[src/rtl/vrf_port_release_unit.sv]
// vrf_port_release_unit
//   Closes the loop of the vector resource allocation stage. On each accepted
//   allocation, every granted VRF read/write port is loaded with the
//   instruction's vector length. Lane beats count that length down on each
//   port. When a port's work is done, the unit emits a one-cycle free pulse so
//   the allocator can hand the port out again.
//
// Ports
//   clk, rstn                  clock, synchronous active-low reset
//   alloc_vld_i / alloc_rdy_o  allocation handshake (rdy = !flush_i)
//   r_port_en_i, w_port_en_i   ports granted by the current allocation
//   vl_i                       beats each granted port must service
//   r_beat_i, w_beat_i         per-port beat strobes from the lanes
//   flush_i                    abort all outstanding work
//   free_r_port_o/free_w_port_o  one-cycle release pulses per port
//   r_busy_o, w_busy_o         port is tracked (BUSY or RELEASE)
//   alloc_err_o                sticky: allocation hit a non-IDLE port
module vrf_port_release_unit #(
  parameter int unsigned R_PORTS_NUM = 8,
  parameter int unsigned W_PORTS_NUM = 4,
  parameter int unsigned VL_WIDTH    = 12
) (
  input  logic                   clk,
  input  logic                   rstn,
  input  logic                   alloc_vld_i,
  output logic                   alloc_rdy_o,
  input  logic [R_PORTS_NUM-1:0] r_port_en_i,
  input  logic [W_PORTS_NUM-1:0] w_port_en_i,
  input  logic [VL_WIDTH-1:0]    vl_i,
  input  logic [R_PORTS_NUM-1:0] r_beat_i,
  input  logic [W_PORTS_NUM-1:0] w_beat_i,
  input  logic                   flush_i,
  output logic [R_PORTS_NUM-1:0] free_r_port_o,
  output logic [W_PORTS_NUM-1:0] free_w_port_o,
  output logic [R_PORTS_NUM-1:0] r_busy_o,
  output logic [W_PORTS_NUM-1:0] w_busy_o,
  output logic                   alloc_err_o
);

  // Read and write ports behave identically, so they are tracked as one
  // flat vector: read ports in the low bits, write ports above them.
  localparam int unsigned P_NUM = R_PORTS_NUM + W_PORTS_NUM;

  typedef enum logic [1:0] {
    ST_IDLE,
    ST_BUSY,
    ST_RELEASE
  } port_state_e;

  port_state_e         state_q [P_NUM];
  port_state_e         state_d [P_NUM];
  logic [VL_WIDTH-1:0] cnt_q   [P_NUM];
  logic [VL_WIDTH-1:0] cnt_d   [P_NUM];
  logic                err_q;
  logic                err_d;

  logic [P_NUM-1:0]    en_all;
  logic [P_NUM-1:0]    beat_all;
  logic [P_NUM-1:0]    free_all;
  logic [P_NUM-1:0]    busy_all;
  logic                accept;

  assign alloc_rdy_o = !flush_i;
  assign accept      = alloc_vld_i && alloc_rdy_o;
  assign en_all      = {w_port_en_i, r_port_en_i};
  assign beat_all    = {w_beat_i, r_beat_i};

  // State register
  always_ff @(posedge clk) begin
    if (!rstn) begin
      for (int unsigned i = 0; i < P_NUM; i++) begin
        state_q[i] <= ST_IDLE;
        cnt_q[i]   <= '0;
      end
      err_q <= 1'b0;
    end else begin
      for (int unsigned i = 0; i < P_NUM; i++) begin
        state_q[i] <= state_d[i];
        cnt_q[i]   <= cnt_d[i];
      end
      err_q <= err_d;
    end
  end

  // Next-state logic
  always_comb begin
    err_d = err_q;
    for (int unsigned i = 0; i < P_NUM; i++) begin
      state_d[i] = state_q[i];
      cnt_d[i]   = cnt_q[i];
      unique case (state_q[i])
        ST_IDLE: begin
          if (accept && en_all[i]) begin
            if (vl_i != '0) begin
              cnt_d[i]   = vl_i;
              state_d[i] = ST_BUSY;
            end else begin
              state_d[i] = ST_RELEASE;
            end
          end
        end
        ST_BUSY: begin
          // Flush takes priority over a same-cycle beat; accept is already
          // low under flush, so no grant can collide here either.
          if (flush_i) begin
            cnt_d[i]   = '0;
            state_d[i] = ST_RELEASE;
          end else begin
            if (accept && en_all[i]) begin
              err_d = 1'b1;
            end
            if (beat_all[i]) begin
              if (cnt_q[i] == VL_WIDTH'(1)) begin
                cnt_d[i]   = '0;
                state_d[i] = ST_RELEASE;
              end else if (cnt_q[i] != '0) begin
                cnt_d[i] = cnt_q[i] - VL_WIDTH'(1);
              end
            end
          end
        end
        ST_RELEASE: begin
          state_d[i] = ST_IDLE;
          if (accept && en_all[i]) begin
            err_d = 1'b1;
          end
        end
        default: begin
          state_d[i] = ST_IDLE;
          cnt_d[i]   = '0;
        end
      endcase
    end
  end

  // Output decode from registered state
  always_comb begin
    free_all = '0;
    busy_all = '0;
    for (int unsigned i = 0; i < P_NUM; i++) begin
      free_all[i] = (state_q[i] == ST_RELEASE);
      busy_all[i] = (state_q[i] != ST_IDLE);
    end
  end

  assign free_r_port_o = free_all[R_PORTS_NUM-1:0];
  assign free_w_port_o = free_all[P_NUM-1:R_PORTS_NUM];
  assign r_busy_o      = busy_all[R_PORTS_NUM-1:0];
  assign w_busy_o      = busy_all[P_NUM-1:R_PORTS_NUM];
  assign alloc_err_o   = err_q;

endmodule

[config.mk]
export PLATFORM = sky130hd
export DESIGN_NAME = vrf_port_release_unit
export DESIGN_NICKNAME = d
export VERILOG_FILES = /design/src/rtl/vrf_port_release_unit.sv
export SDC_FILE = /design/constraint.sdc
export NUM_CORES = 1
export LEC_CHECK = 0
export BUFFER_PORTS_ARGS = -buffer_cell sky130_fd_sc_hd__buf_2
export CAP_MARGIN = 20
export CORE_UTILIZATION = 59
export CTS_BUF_LIST = sky130_fd_sc_hd__clkbuf_8 sky130_fd_sc_hd__clkbuf_16
export DETAILED_ROUTE_END_ITERATION = 10
export PLACE_DENSITY = 0.81
export SETUP_SLACK_MARGIN = 0.05
export SYNTH_ARGS = -nofsm -noshare
export SYNTH_HDL_FRONTEND = slang
export SYNTH_SLANG_ARGS = --single-unit
[constraint.sdc]
create_clock -name clk -period 2.75 [get_ports clk]
set_input_delay 0.55 -clock clk [delete_from_list [all_inputs] [get_ports clk]]
set_output_delay 0.55 -clock clk [all_outputs]
set_load 0.02 [all_outputs]
Yosys cells after proc, flatten, opt, wreduce, memory -nomap -nowiden
Memories as Yosys holds them, arrays and structs flattened.
Cells that the tools add are included.
{"block": "classes", "addsub": 12, "eq_ne": 36, "muxes": 207, "bitwise_logic": 24, "reduce_logical": 51}
{"op": "$mux W12", "n": 84}
{"op": "$pmux W12 S3", "n": 12}
{"op": "$reduce_bool A12 Y1", "n": 13}
{"op": "$eq A12 B1 Y1 const B", "n": 12}
{"op": "$sub A12 B1 Y12 const B", "n": 12}
{"op": "$mux W2", "n": 61}
{"op": "$pmux W2 S2", "n": 12}
{"op": "$mux W1", "n": 26}
{"op": "$eq A2 B1 Y1 const B", "n": 12}
{"op": "$eq A2 B2 Y1 const B", "n": 12}
{"op": "$logic_not A2 Y1", "n": 12}
{"op": "$or A1 B1 Y1", "n": 24}
{"op": "$pmux W1 S2", "n": 12}
{"op": "$reduce_bool A2 Y1", "n": 12}
{"op": "$logic_and A1 B1 Y1", "n": 13}
{"op": "$logic_not A1 Y1", "n": 1}
{"block": "word_totals", "reg_bits": 1, "ramBits": 168, "inputBits": 40, "output_inout_bits": 26, "wordCells": 333, "n_memories": 2}
{"name": "cnt_q", "depth": 12, "width": 12, "read_ports": 12, "rd_clocked_by_memory_dff": 0, "write_ports": 12, "line_no": "52", "rtl": "logic [VL_WIDTH-1:0] cnt_q [P_NUM];"}
{"name": "state_q", "depth": 12, "width": 2, "read_ports": 12, "rd_clocked_by_memory_dff": 0, "write_ports": 12, "line_no": "50", "rtl": "port_state_e state_q [P_NUM];"}

Depth between registers and ports, before layout
Gate-level depths: netlist (run 1).
{"block": "logic_depth", "ltp_word": 39, "mapped_depth": 9, "depth_no_buf": 7}

Worst setup path before layout (run 1)
OpenSTA, ideal clock, no wires.
{"block": "synth_timing", "path_type": "flip-flop to flip-flop", "from": "memory cnt_q[8][0] (netlist: cnt_q[2][0])", "to": "memory cnt_q[8][10] (netlist: cnt_q[2][10])", "setup_ns": 0.127, "arrival_time_ns": 2.130, "setup_slack_ns": 0.493, "stages_incl_launch_ff": 10, "path_cell_list": "dfxtp_1 > inv_1 > ha_1 > or3b_1 > clkbuf_1 > or3_1 > buf_2 > o211ai_4 > nor3b_1 > or3b_1"}
{"element": "from (decl)", "line_no": "52"}

==> results of run 1 <==
==> power by group <==
part	switching (mW)	total, mW	internal, mW
Clock	1.10	2.62	1.52
Sequential	1.13	4.54	3.40
Combinational	7.42	12.3	4.91
==> logic make-up after synthesis <==
kind of cell	after synthesis	share of synthesized area [%]
buffers and inverters	188	6.12
AOI/OAI and AO/OA	506	30.6
and+or+nand+nor	583	26.2
DFF	169	27.6
adders and majority gates	60	6.12
muxes	10	0.816
xor gates and xnor gates	36	2.57
==> placed cells by master (no fill, tap or decap), drive strengths merged, types with 20 or more instances in the layout <==
cell type	count
nor2	127
xor2	20
nor4	36
inv	93
or4	25
nand4	23
nor3	57
o21ai	64
o211ai	51
buf	167
ha	60
o2bb2ai	21
a211oi	52
dfxtp	169
a22oi	49
a21oi	82
nand2	99
nand3	50
nor3b	23
or3	20
==> sequential cells by signal, indices dropped and copies added (netlist names) <==
register and cells:
alloc_err_o 1, cnt_q 144, state_q 24
==> worst max-delay path by stage <==
stage | start | to | slack [ns] | depth (start not counted)
finish | state_q[2][0]$_SDFFE_PN0P_ | cnt_q[2][7]$_SDFFE_PN0P_ | 0.24 | 7
global route | cnt_q[0][1]$_SDFFE_PN0P_ | state_q[0][0]$_SDFFE_PN0P_ | 0.1 | 7
CTS | cnt_q[2][0]$_SDFFE_PN0P_ | state_q[2][1]$_SDFFE_PN0P_ | 0.15 | 6
detailed placement | vl_i[7] | cnt_q[2][25]$_SDFFE_PN0P_ | 0.08 | 6
global placement | vl_i[7] | cnt_q[2][26]$_SDFFE_PN0P_ | 0.14 | 6
floorplan | cnt_q[2][0]$_SDFFE_PN0P_ | cnt_q[2][10]$_SDFFE_PN0P_ | 0.49 | 9
==> per-layer routing <==
metal | wire length (um) | GRT usage (%) | vias to the layer above
met5 | 44 | 0 | -
met4 | 2900 | 26.1 | 6
met3 | 3710 | 8.22 | 222
met2 | 17600 | 57.4 | 715
met1 | 16000 | 45.5 | 6387
li1 | - | - | 6114
==> critical path, stage by stage (launching register included) <==
cell      delay [ns]
dfxtp_1         0.37
inv_1           0.08
ha_1            0.37
buf_4           0.24
a221oi_4        0.41
o221ai_2        0.31
o211ai_1        0.34
o21ai_0         0.22
==> layout make-up <==
class / count / area share, %
clock buffers: 17 / 3.05
clock inverters: 15 / 1.45
inverters: 91 / 2.45
repair buffers: 167 / 7.91
multi-input cells: 1195 / 58.5
flip-flops and latches: 169 / 24.2
diodes: 2 / 0.0359
well taps: 270 / 2.42
==> repair_timing <==
item | 4_1_cts | 5_1_grt
buffers inserted | 0 | 5
resized for setup | 0 | 2
endpoints found under the setup margin | 0 | 5
==> flow_metrics.tcl, run 1 <==
set metrics [dict create \
    setup_viol 0 \
    dp_hpwl_mm 28.6 \
    drtIter0Drc 1224 \
    core_um2 20300 \
    max_clock_freq_ghz 0.399 \
    final_util_pct 68.8 \
    drt_wl_total_mm 40.3 \
    syn_avg_cell_area_um2 7.90 \
    grt.overflow.total 0 \
    die-area_um2 21400 \
    drive_above_1_share_pct 15.5 \
    cts_hold_buf 0 \
    dp_cells 1887 \
    status "finished clean" \
    place.gp.congestion 0.966 \
    drt_first_pass_iters 5 \
    path_clk_slew_ns 0.07 \
    die_w_um 146 \
    relSlewSlack_pct 42.9 \
    cts_made_buffers 17 \
    crit_path_end_kind "flop" \
    seq_area_um2 3380 \
    wire_per_inst_um 20.9 \
    yosysMostFrequentCell "dfxtp_1" \
    worst_pin_slew_ns 0.848 \
    stdcell_count 1926 \
    cts_tree "built" \
    hp-class "reg2reg" \
    ys_top_cells_by_count "dfxtp_1, nor2_1, nand2_1" \
    leakagePower_nw 5.60 \
    grt_max_degree 30 \
    grt_pass1_vias 12600 \
    viasPerCell 6.98 \
    cts_max_path_buffers 2 \
    synthToLayoutAreaGrowth_pct 13.8 \
    crit_type "reg2reg" \
    grt_pass1_wl_mm 64.1 \
    fp.dieH_um 146 \
    synth-async-reset-ratio_pct 0 \
    clock_latency_ns 0.44 \
    finalCritPeriodShare_pct 91.1 \
    cts_sinks 169 \
    multi_input_comb_area_um2 8160 \
    dp_slack_ns 0.0829 \
    hold_slack_ns 0.477 \
    h-tree-depth 4 \
    synth_top_area_share_pct 27.6 \
    setup_tns_ns 0 \
    top_level_ports 66 \
    min_from "cnt_q[2][35]$_SDFFE_PN0P_" \
    ff2ff_path_depth 7 \
    fillers 1651 \
    syn-num-nets 1652 \
    postPlaceCellArea_um2 13300 \
    reg2reg_slack_ns 0.24 \
    syn_area_um2 12300 \
    powerDensity_nw_per_um2 1400 \
    ant_nets 0 \
    r2r-start "state_q[2][0]$_SDFFE_PN0P_" \
    synth_top_area_cell "dfxtp_1" \
    holdPathEnd "cnt_q[2][35]$_SDFFE_PN0P_" \
    cts-root-buf "clkbuf_16" \
    netlist-cell-type-count 90 \
    vias 13400 \
    synth_warnings 0 \
    hold_viol 0 \
    grt_usage_pct 37.0 \
    final_net_count 1741 \
    ys_ff_latch 169 \
    ir_drop_mv 0.621 \
    final.setup.worst_slack_ns 0.244 \
    worstPathArrival_ns 2.79 \
    r2r_end "cnt_q[2][7]$_SDFFE_PN0P_" \
    synth_edf_count 0 \
    worstPathMaxFanout 12 \
    initial_core_util_pct 60.4 \
    final_area_um2 14000 \
    cap_violations 0 \
    synthTopCellsByArea "dfxtp_1, ha_1, nor2_1" \
    required_ns 3.03 \
    drc 0 \
    yosysSeqAreaShare_pct 27.6 \
    slew_viol_final 0 \
    grt_antenna_before_repair 4 \
    holdPathStages 2 \
    power_mw 19.5 \
    start_kind "flop" \
    synth_cells 1552 \
    rows 52 \
    clock_skew_ns 0.00771 \
    synthFlopType "dfxtp_1" \
    rsz0062_at_grt "false" \
    period_minus_slack_ns 2.51 \
    port_buffers 65 \
]
Note: power is estimated with default switching activity, not from simulation.
==> run 2, diff against run 1 <==
--- a/config.mk
+++ b/config.mk
@@ -11,6 +11,7 @@
 export CTS_BUF_LIST = sky130_fd_sc_hd__clkbuf_8 sky130_fd_sc_hd__clkbuf_16
 export DETAILED_ROUTE_END_ITERATION = 10
 export PLACE_DENSITY = 0.81
+export REMOVE_ABC_BUFFERS = 1
 export SETUP_SLACK_MARGIN = 0.05
 export SYNTH_ARGS = -nofsm -noshare
 export SYNTH_HDL_FRONTEND = slang
==> constraint.sdc (replaced) <==
create_clock -name clk -period 3.25 [get_ports clk]
set_input_delay 0.65 -clock clk [delete_from_list [all_inputs] [get_ports clk]]
set_output_delay 0.65 -clock clk [all_outputs]
set_load 0.02 [all_outputs]
==> run 2 against run 1 <==
Largest cell class unchanged. Sequential share of layout area up 0.75 points. Critical endpoint is now state_q[2][1]$_SDFFE_PN0P_. Setup slack better by 0.23 ns. Power down 18%. Critical path type unchanged. Critical path depth unchanged.
==> flow_metrics.tcl, run 2 (synthesis results as in run 1) <==
set metrics [dict create \
    status "finished clean" \
    cts-root-buf "clkbuf_16" \
    dp_hpwl_mm 27.3 \
    layout_commonest_cell "dfxtp_1" \
    crit_path_end_kind "flop" \
    core_um2 20300 \
    postCtsSetupBuffers 0 \
    required_ns 3.57 \
    cts_max_path_buffers 2 \
    worstPathArrival_ns 3.10 \
    place.gp.congestion 1.01 \
    crit_type "reg2reg" \
    switchingPower_mw 8.05 \
    cts_hold_buf 0 \
    finalCritPeriodShare_pct 85.6 \
    top_level_ports 66 \
    ant_nets 0 \
    worstPathMaxFanout 16 \
    leakagePower_nw 5.35 \
    cp_num_buf_inv 1 \
    die_w_um 146 \
    ir_drop_mv 0.717 \
    cap_violations 0 \
    path_clk_slew_ns 0.07 \
    p_sw_share_pct 50.5 \
    slew_viol_final 0 \
    critPathTopFamily "compound AO/OA/AOI/OAI gates" \
    final_cell_mix "dfxtp_1, nor2_1, nand2_1" \
    cp_slowest_cell "o41ai_4" \
    final_net_count 1688 \
    clock_skew_ns 0.00915 \
    grt_usage_pct 36.1 \
    cts_sinks 169 \
    power_mw 15.9 \
    drt_wl_total_mm 39.1 \
    slowest_delay_ns 0.75 \
    regMostFlops "cnt_q" \
    period_minus_slack_ns 2.78 \
    cts_tree "built" \
    grt_pass1_vias 11900 \
    clock_latency_ns 0.44 \
    vias 13100 \
    drtIter0Drc 1290 \
    hold_viol 0 \
    start_kind "flop" \
    p_int_mw 7.88 \
    setup_viol 0 \
    grt.overflow.total 0 \
    cts_made_buffers 17 \
    initial_core_util_pct 60.4 \
    drt_first_pass_iters 5 \
    drive_above_1_share_pct 12.6 \
    crit_top_cell "a211oi_1" \
    worst_pin_slew_ns 1.08 \
    viasPerCell 6.97 \
    combPwrFrac_pct 62.6 \
    largest_reg_flops 144 \
    port_buffers 65 \
    rows 52 \
    grt_antenna_before_repair 1 \
    drc 0 \
    powerDensity_nw_per_um2 1180 \
    relSlewSlack_pct 28.0 \
    grt_max_degree 61 \
    ctsResizeCount 0 \
    rsz0062_at_grt "false" \
    die-area_um2 21400 \
    hp-class "reg2reg" \
    crit_chain "inv_1 -> ha_1 -> or3b_2 -> o41ai_4 -> o211ai_1 -> a211oi_1 -> a211oi_1" \
    max_clock_freq_ghz 0.360 \
    fp.dieH_um 146 \
    synthToLayoutAreaGrowth_pct 10.4 \
    wire_per_inst_um 20.9 \
    h-tree-depth 4 \
    seqPwrFrac_pct 24.0 \
    p_clk_share_pct 13.4 \
    setup_tns_ns 0 \
    grt_pass1_wl_mm 62.1 \
]
[run 2: cell types whose count changed in the layout (fill, tap and decap cells not counted), sizes merged]
cell,change
buf,-53
bufinv,-2
clkbuf,+1
clkinv,+1
clkinvlp,-4
diode,+1
inv,+4
[run 2: final timing paths]
check	from	endpoint	slack [ns]	cells past startpoint
setup / recovery	cnt_q[2][1]$_SDFFE_PN0P_	state_q[2][1]$_SDFFE_PN0P_	0.47	7
hold reg to reg	cnt_q[2][35]$_SDFFE_PN0P_	cnt_q[2][35]$_SDFFE_PN0P_	0.47	2
hold / removal	cnt_q[2][35]$_SDFFE_PN0P_	cnt_q[2][35]$_SDFFE_PN0P_	0.47	2
setup reg to reg	cnt_q[2][1]$_SDFFE_PN0P_	state_q[2][1]$_SDFFE_PN0P_	0.47	7
[run 2: tightest hold or removal path, stage by stage, from the launching register on]
cell and delay [ns]:
dfxtp_1 0.31, o21ai_0 0.06, a21oi_1 0.06
[run 2: layer usage]
layer,GRT usage (%),part of all wire (%),vias to the layer above
met2,55.9,43,788
met4,17.3,4.4,0
li1,-,-,6023
met5,0,0,-
met1,48.1,40,6120
met3,6.94,12,133
[run 2: metrics by stage]
| stage | setup WS [ns] | instances | instance area [um2] | util (%) | hold slack, ns |
|---|---|---|---|---|---|
| 2_1_floorplan | 0.0226 | 1455 | 11900 | - | 0.445 |
| 3_5_place_dp | 0.217 | 1839 | 12900 | 63.7 | 0.466 |
| 6_report | 0.469 | 1874 | 13500 | 66.7 | 0.472 |
| 5_1_grt | 0.356 | 1871 | 13500 | 66.7 | 0.495 |
| 3_3_place_gp | 0.275 | 1838 | 12900 | 63.7 | 0.458 |
| 4_1_cts | 0.531 | 1871 | 13500 | 66.7 | 0.475 |
[run 2: power groups by stage]
stage,sequential [mW],clock [mW],combinational (mW)
6_report,3.82,2.13,9.97
5_1_grt,3.94,2.22,10.9
4_1_cts,3.78,2.13,9.75
3_5_place_dp,3.81,0,9.66
3_3_place_gp,3.77,0,9.43
2_1_floorplan,3.59,0,7.39
[run 2: cell type report]
type	instances	area (um2)
Antenna cell	3	7.51
Inverter	91	342
Clock buffer	18	439
Timing Repair Buffer	114	718
Multi-Input combinational cell	1195	8150
Tap cell	270	338
Sequential cell	169	3380
Fill cell	1739	6760
Clock inverter	14	160
